`src/rtl/adder_pkg.sv`:
```
// Shared types and default sizing for the chunked pipelined adder.
package adder_pkg;

   localparam int DEFAULT_WIDTH = 16;
   localparam int DEFAULT_CHUNK = 4;

   typedef enum logic [1:0] {
      ADD = 2'd0,
      SUB = 2'd1,
      ADC = 2'd2,
      SBB = 2'd3
   } op_t;

endpackage

```
`src/rtl/adder_slice.sv`:
```
// One CHUNK-bit ripple slice: sum, carry out, and the carry into its MSB
// (the latter feeds signed-overflow detection in the top slice).
module adder_slice #(
   parameter int CHUNK = 4
) (
   input  logic [CHUNK-1:0] a,
   input  logic [CHUNK-1:0] b,
   input  logic             cin,
   output logic [CHUNK-1:0] sum,
   output logic             cout,
   output logic             c_msb
);

   logic [CHUNK:0] full;

   assign full  = {1'b0, a} + {1'b0, b} + (CHUNK+1)'(cin);
   assign sum   = full[CHUNK-1:0];
   assign cout  = full[CHUNK];
   // sum bit = a ^ b ^ carry_in, so the carry into the MSB falls out directly
   assign c_msb = full[CHUNK-1] ^ a[CHUNK-1] ^ b[CHUNK-1];

endmodule

```
`src/rtl/adder_pipe.sv`:
```
// Carry-pipelined adder/subtractor: chunk k resolves in stage k, upper operand
// chunks ride along behind it. Define ADDER_PIPE_SAT_EN for signed saturation.
module adder_pipe
   import adder_pkg::*;
#(
   parameter int WIDTH = DEFAULT_WIDTH,
   parameter int CHUNK = DEFAULT_CHUNK
) (
   input  logic             clk,
   input  logic             rst,
   input  logic             in_valid,
   output logic             in_ready,
   input  logic [WIDTH-1:0] a,
   input  logic [WIDTH-1:0] b,
   input  op_t              op,
   input  logic             cin,
   output logic             out_valid,
   input  logic             out_ready,
   output logic [WIDTH-1:0] z,
   output logic             cout,
   output logic             oflow,
   output logic             zero
);

   localparam int STAGES = WIDTH / CHUNK;

   if (WIDTH % CHUNK != 0) begin : g_size_check
      $error("adder_pipe: WIDTH must be a multiple of CHUNK");
   end

   logic             advance;
   logic [WIDTH-1:0] b_op;
   logic             c_first;

   logic [STAGES-1:0] v_q;
   logic [STAGES-1:0] v_cur;
   logic [STAGES-1:0] c_cur;
   logic [STAGES-1:0] sl_co;
   logic              c_q    [STAGES];
   logic              sl_cm  [STAGES];
   logic [CHUNK-1:0]  sl_sum [STAGES];
   logic [WIDTH-1:0]  a_cur  [STAGES];
   logic [WIDTH-1:0]  b_cur  [STAGES];
   logic [WIDTH-1:0]  s_cur  [STAGES];
   logic [WIDTH-1:0]  s_nx   [STAGES];
   logic [WIDTH-1:0]  a_q    [STAGES];
   logic [WIDTH-1:0]  b_q    [STAGES];
   logic [WIDTH-1:0]  s_q    [STAGES];

   logic [WIDTH-1:0] z_raw;
   logic [WIDTH-1:0] z_fin;
   logic             ovf_raw;

   assign advance   = !v_q[STAGES-1] || out_ready;
   assign in_ready  = advance;
   assign out_valid = v_q[STAGES-1];

   // subtraction is a + ~b + carry-in; cin only matters for ADC/SBB
   always_comb begin
      b_op    = b;
      c_first = 1'b0;
      case (op)
         ADD:     begin b_op = b;  c_first = 1'b0; end
         SUB:     begin b_op = ~b; c_first = 1'b1; end
         ADC:     begin b_op = b;  c_first = cin;  end
         SBB:     begin b_op = ~b; c_first = !cin; end
         default: begin b_op = b;  c_first = 1'b0; end
      endcase
   end

   always_comb begin
      v_cur    = '0;
      c_cur    = '0;
      a_cur[0] = a;
      b_cur[0] = b_op;
      s_cur[0] = '0;
      c_cur[0] = c_first;
      v_cur[0] = in_valid;
      for (int k = 1; k < STAGES; k++) begin
         a_cur[k] = a_q[k-1];
         b_cur[k] = b_q[k-1];
         s_cur[k] = s_q[k-1];
         c_cur[k] = c_q[k-1];
         v_cur[k] = v_q[k-1];
      end
   end

   // operands shift right one chunk per stage; finished chunks shift in from the top
   for (genvar k = 0; k < STAGES; k++) begin : g_stage
      adder_slice #(.CHUNK(CHUNK)) u_slice (
         .a     (a_cur[k][CHUNK-1:0]),
         .b     (b_cur[k][CHUNK-1:0]),
         .cin   (c_cur[k]),
         .sum   (sl_sum[k]),
         .cout  (sl_co[k]),
         .c_msb (sl_cm[k])
      );
      assign s_nx[k] = (s_cur[k] >> CHUNK) | (WIDTH'(sl_sum[k]) << (WIDTH - CHUNK));
   end

   assign z_raw   = s_nx[STAGES-1];
   assign ovf_raw = sl_cm[STAGES-1] ^ sl_co[STAGES-1];

`ifdef ADDER_PIPE_SAT_EN
   // a's MSB is the low chunk's top bit by the time it reaches the last stage
   always_comb begin
      z_fin = z_raw;
      if (ovf_raw) begin
         z_fin = a_cur[STAGES-1][CHUNK-1] ? {1'b1, {(WIDTH-1){1'b0}}}
                                          : {1'b0, {(WIDTH-1){1'b1}}};
      end
   end
`else
   assign z_fin = z_raw;
`endif

   always_ff @(posedge clk) begin
      if (rst) begin
         v_q   <= '0;
         z     <= '0;
         cout  <= 1'b0;
         oflow <= 1'b0;
         zero  <= 1'b0;
      end else if (advance) begin
         v_q <= v_cur;
         if (v_cur[STAGES-1]) begin
            z     <= z_fin;
            cout  <= sl_co[STAGES-1];
            oflow <= ovf_raw;
            zero  <= (z_fin == '0);
         end
      end
   end

   always_ff @(posedge clk) begin
      if (advance) begin
         for (int k = 0; k < STAGES; k++) begin
            a_q[k] <= a_cur[k] >> CHUNK;
            b_q[k] <= b_cur[k] >> CHUNK;
            s_q[k] <= s_nx[k];
            c_q[k] <= sl_co[k];
         end
      end
   end

endmodule

```
`config.mk`:
```
export PLATFORM = sky130hd
export DESIGN_NAME = adder_pipe
export DESIGN_NICKNAME = d
export VERILOG_FILES = /design/src/rtl/adder_pkg.sv /design/src/rtl/adder_slice.sv /design/src/rtl/adder_pipe.sv
export SDC_FILE = /design/constraint.sdc
export NUM_CORES = 1
export LEC_CHECK = 0
export CAP_MARGIN = 20
export CORE_ASPECT_RATIO = 1.4
export CORE_MARGIN = 2
export CORE_UTILIZATION = 48
export DETAILED_ROUTE_END_ITERATION = 10
export PLACE_DENSITY = 0.77
export SETUP_SLACK_MARGIN = 0.02
export SLEW_MARGIN = 20
export SYNTH_ARGS = -nofsm -noshare
export SYNTH_HDL_FRONTEND = slang
export SYNTH_SLANG_ARGS = --single-unit
```
`constraint.sdc`:
```
create_clock -name clk -period 2.4 [get_ports clk]
set_input_delay 0.48 -clock clk [delete_from_list [all_inputs] [get_ports clk]]
set_output_delay 0.48 -clock clk [all_outputs]
set_load 0.1 [all_outputs]
```
## Word-level counts from Yosys, hierarchy flattened

Memories as Yosys holds them, arrays and structs flattened.
Cells that the tools add are included.

- Add/subtract/negate cells: 8
- Div/mod/pow operators: 0
- Reduce and logical (&&, ||, !) cells: 8
- Bitwise operators: 7
- $mul: 0
- Equality and inequality tests: 3
- $lt $le $gt $ge: 0
- Mux-type cells: 4
- Shifts and indexed selects: 0

Operators by type and width:

| operator | number |
|---|---|
| OR 12 x 16 -> 16 bit | 3 |
| one-hot mux 16 bit (2 select lines) | 1 |
| adder 4 x 4 -> 5 bit | 4 |
| adder 5 x 1 -> 5 bit | 4 |
| zero test 16 bit | 1 |
| inverter 16 bit | 1 |
| == test 2 bit, second input constant | 2 |
| one-hot mux 1 bit (4 select lines) | 1 |
| OR reduction 2 bit | 2 |
| XOR 1 bit | 3 |
| == test 2 x 1 -> 1 bit, second input constant | 1 |
| zero test 1 bit | 2 |
| zero test 2 bit | 1 |
| two-way mux 1 bit | 2 |
| AND reduction 2 bit | 1 |
| logical OR 1 bit | 1 |

- Register bits: 23
- Memories: 4
- Memory bits (read-only): 0
- Output and inout bits: 21
- RAM bits: 164
- Bits in latches: 0

Memory list:

| name | words | width | rd ports | clocked after memory_dff | wr ports | RTL line | source |
|---|---|---|---|---|---|---|---|
| s_q | 4 | 16 | 3 | 0 | 4 | adder_pipe.sv:48 | `logic [WIDTH-1:0] s_q [STAGES];` |
| a_q | 4 | 12 | 3 | 0 | 4 | adder_pipe.sv:46 | `logic [WIDTH-1:0] a_q [STAGES];` |
| b_q | 4 | 12 | 3 | 0 | 4 | adder_pipe.sv:47 | `logic [WIDTH-1:0] b_q [STAGES];` |
| c_q | 4 | 1 | 3 | 0 | 4 | adder_pipe.sv:39 | `logic c_q [STAGES];` |

## Logic depth before layout (Yosys ltp)

An unclocked memory read counts as a cell.

- Word-level depth: 6
- Gate-level depth with buffers: 8
- Gate-level depth less buffers: 7

## Modules after synthesis

Synthesis repeated with hierarchy kept, for this count alone.

- Cells, all modules: 280
- Area, all modules: 4140.2 um2

By module, submodules not included:

| module | area an instance (um2) | instances | cells each |
|---|---|---|---|
| adder_pipe | 3429.5 | 1 | 204 |
| adder_slice | 177.7 | 4 | 19 |

## Worst setup path before layout

OpenSTA, ideal clock, no wires.

- Path kind: register to register
- From: reg v_q[3]
- To: reg zero
- Data arrival time: 2916 ps
- Period minus slack after synthesis: 2983 ps
- Setup slack: -583 ps
- Setup time: 67 ps
- Stages on the path, launching flop included: 7
- Required time: 2333 ps
- Path through: dfxtp_1 > nor2b_1 > inv_2 > nand2_1 > buf_2 > a2111o_1 > a21oi_2

- Cells in the longest elaborated chain, start to end: 3

Ends and longest elaborated chain:

| element | RTL line | source |
|---|---|---|
| start, declared | adder_pipe.sv:35 | `logic [STAGES-1:0] v_q;` |
| start signal, assigned | adder_pipe.sv:125 | `v_q <= v_cur;` |
| zero test 1 bit | adder_pipe.sv:54 | `assign advance = !v_q[STAGES-1] \|\| out_ready;` |
| logical OR 1 bit | adder_pipe.sv:54 |  |
| via in_ready | adder_pipe.sv:12 | `output logic in_ready,` |
| AND reduction 2 bit (no line) | -- |  |
| end signal, assigned | adder_pipe.sv:130 | `zero <= (z_fin == '0);` |
| end, declared | adder_pipe.sv:22 | `output logic zero` |

The timed path passes the listed nets, and every way through them passes these cells.
A chain may end at the register's enable or synchronous reset.

==> results_dict.tcl <==
set metrics [dict create \
    status "finished, final reports clean" \
    setup_viol_count_final 0 \
    cts_root_buffer "clkbuf_8" \
    switching_share_pct 22.8 \
    worstPathArrival_ps 2570 \
    drt-initial-drc-count 60 \
    power_frac_comb_pct 13.0 \
    cts_sinks 98 \
    grt_max_degree 76 \
    synth_nets 320 \
    tritoncts "built" \
    drive_above_1_share_pct 14.0 \
    layout_min_cycle_time_ps 2270 \
    synth_edf_count 75 \
    maxCapViolations 0 \
    path_clk_slew_ps 80 \
    die_area_um2 8710 \
    fmax_mhz 441 \
    avgSynthCellArea_um2 14.7 \
    synth_seq_cells 98 \
    via_per_inst 4.82 \
    post_cts_resize_count 0 \
    grt.overflow.total 0 \
    use_met3_pct 3.45 \
    powerDensity_nw_per_um2 791 \
    skew_ps 6.60 \
    antenna_found_initial 0 \
    p_sw_w 0.000857 \
    cp_slowest_cell "fa_1" \
    path_common_cell "fa_1" \
    numCtsBuffers 9 \
    wl_mm 5.07 \
    core-area_um2 7750 \
    whs_path_depth 0 \
    cts_setup_buffers 0 \
    firstDrtPassIters 6 \
    diodes 0 \
    start_util_pct 49.4 \
    place_area_um2 4540 \
    grt_use_met2_pct 22.6 \
    async_flop_share_pct 0 \
    numPortBuffers 59 \
    synth-seq-area-share_pct 70.9 \
    power_frac_clock_pct 28.9 \
    ff2ff_path_depth 6 \
    vias 2102 \
    syn_inst 261 \
    gp_congestion 0.771 \
    ys_types 31 \
    p_leak_nw 1.86 \
    fin_nets 390 \
    crit_path_end_kind "register" \
    crit_path_cell_trace "fa_1 > fa_1 > nor4_1 > nand4_1 > a2111o_1 > a21oi_2" \
    ff2ff_setup_slack_ps 130 \
    fin_area_um2 4750 \
    path_class "reg2reg" \
    area_delta_synth_final_pct 24.1 \
    layout_commonest_cell "edfxtp_1" \
    grt_busiest_layer "met2" \
    post-route-util_pct 61.3 \
    critPathMaxFanout 2 \
    finalHoldViolCount 0 \
    start_kind "register" \
    ys.flop_type "edfxtp_1" \
    route.detailed.drc 0 \
    p_seq_share_pct 58.1 \
    hpwlAfterDp_mm 3.70 \
    vdd.ir_drop.worst_mv 0.453 \
    hold_class "reg2reg" \
    die_w_um 79.5 \
    num_io_pins 60 \
    rsz0062_at_grt "no" \
    rows 38 \
    grt_pass1_wl_mm 8.36 \
    relSlewSlack_pct 70.3 \
    htreeDepth 3 \
    clk_latency_ps 350 \
    mostFrequentLayoutCells "75 x edfxtp_1, 38 x nand2_1, 38 x clkdlybuf4s50_1" \
    ys_warn_count 0 \
    worst_pin_slew_ps 444 \
    syn-cell-area_um2 3830 \
    fin_crit_sh_pct 94.5 \
    clk_path_buf_depth 2 \
    p_int_w 0.00290 \
    cpPeakStageDelay_ps 470 \
    track_usage_pct 13.0 \
    gr-usage-met1_pct 12.9 \
    dieHeight_um 110 \
    finalMaxSlewViolations 0 \
    required_ps 2700 \
    antenna_left 0 \
    wl_per_cell_um 11.6 \
    grt_pass1_vias 2009 \
    cts_hold_buf 0 \
]
==> critical path, delay by kind of cell (launching register included) <==
kind                     cells  cell delay, ps
flip-flops                   1             400
AND/OR/NAND/NOR              2             320
AO/OA/AOI/OAI                2             550
adder cells (fa/ha/maj)      2             940
==> stage by stage <==
| step | total power, W | TNS, ps | hold slack, ps | worst slack (ps) | instances |
|---|---|---|---|---|---|
| floorplan | 0.00253 | 0 | 400 | 51.7 | 261 |
| global placement | 0.00269 | -187 | 401 | -97.7 | 420 |
| detailed placement | 0.00272 | -387 | 405 | -177 | 420 |
| CTS | 0.00381 | 0 | 417 | 45.9 | 436 |
| global route | 0.00393 | 0 | 422 | 20.7 | 436 |
| finish | 0.00375 | 0 | 418 | 131 | 436 |
==> state kept, by name, summed over array words and instances, names as in the netlist <==
register  cells
a_q          24
b_q          24
s_q          24
z            16
v_q           4
c_q           3
cout          1
oflow         1
zero          1
==> power groups by stage <==
stage,sequential (W),combinational (W),clock (W)
2_1_floorplan,0.00228,0.000253,0
3_3_place_gp,0.00222,0.000474,0
3_5_place_dp,0.00222,0.000492,0
4_1_cts,0.00219,0.000493,0.00113
5_1_grt,0.00221,0.000536,0.00118
6_report,0.00218,0.000487,0.00108
==> area by class of cell <==
type                       instances  area, um^2
tap                              100         125
timing repair buffer              66         616
multi-input combinational        143        1030
fill                             628        3000
clock buffer                      10         128
inverter                          13        51.3
clock inverter                     6        81.3
sequential                        98        2710
==> cell usage after synthesis (2+ instances only) <==
cell type | number | area share [%]
a21o_1 | 6 | 1.2
a21oi_1 | 24 | 3.1
buf_2 | 4 | 0.52
clkbuf_1 | 3 | 0.29
dfxtp_1 | 23 | 12
edfxtp_1 | 75 | 59
fa_1 | 8 | 4.2
ha_1 | 12 | 3.9
inv_1 | 12 | 1.2
nand2_1 | 38 | 3.7
nand2b_1 | 2 | 0.33
nand3_1 | 2 | 0.26
nor2_1 | 5 | 0.49
nor2b_1 | 3 | 0.49
nor4_1 | 3 | 0.49
o21ai_0 | 3 | 0.39
xnor2_1 | 6 | 1.4
xor2_1 | 19 | 4.3
==> cells by family (layout without fill, tap and decap cells) <==
kind of cell               count (synthesis)  count (layout)  synth area share [%]
adders and majority gates                 20              20                  8.11
xor gates and xnor gates                  25              25                  5.72
AOI/OAI and AO/OA                         39              39                  6.15
DFF                                       98              98                  70.9
and+or+nand+nor                           59              59                  7.03
buffers and inverters                     20              95                  2.09
==> final timing paths <==
| kind | from | endpoint |
|---|---|---|
| worst max register to register | a_q[2][0]$_DFFE_PN_ | zero$_SDFFE_PP0P_ |
| worst max-delay path | a_q[2][0]$_DFFE_PN_ | zero$_SDFFE_PP0P_ |
| worst min-delay path | a_q[1][5]$_DFFE_PN_ | a_q[2][1]$_DFFE_PN_ |
| worst min register to register | a_q[1][5]$_DFFE_PN_ | a_q[2][1]$_DFFE_PN_ |
==> routing by layer <==
layer  wire (um)  vias up
met4         190        0
met2        2670       55
met1        1950      975
met5           0        -
li1            -     1059
met3         254       13
(Power assumes the default switching activity.)
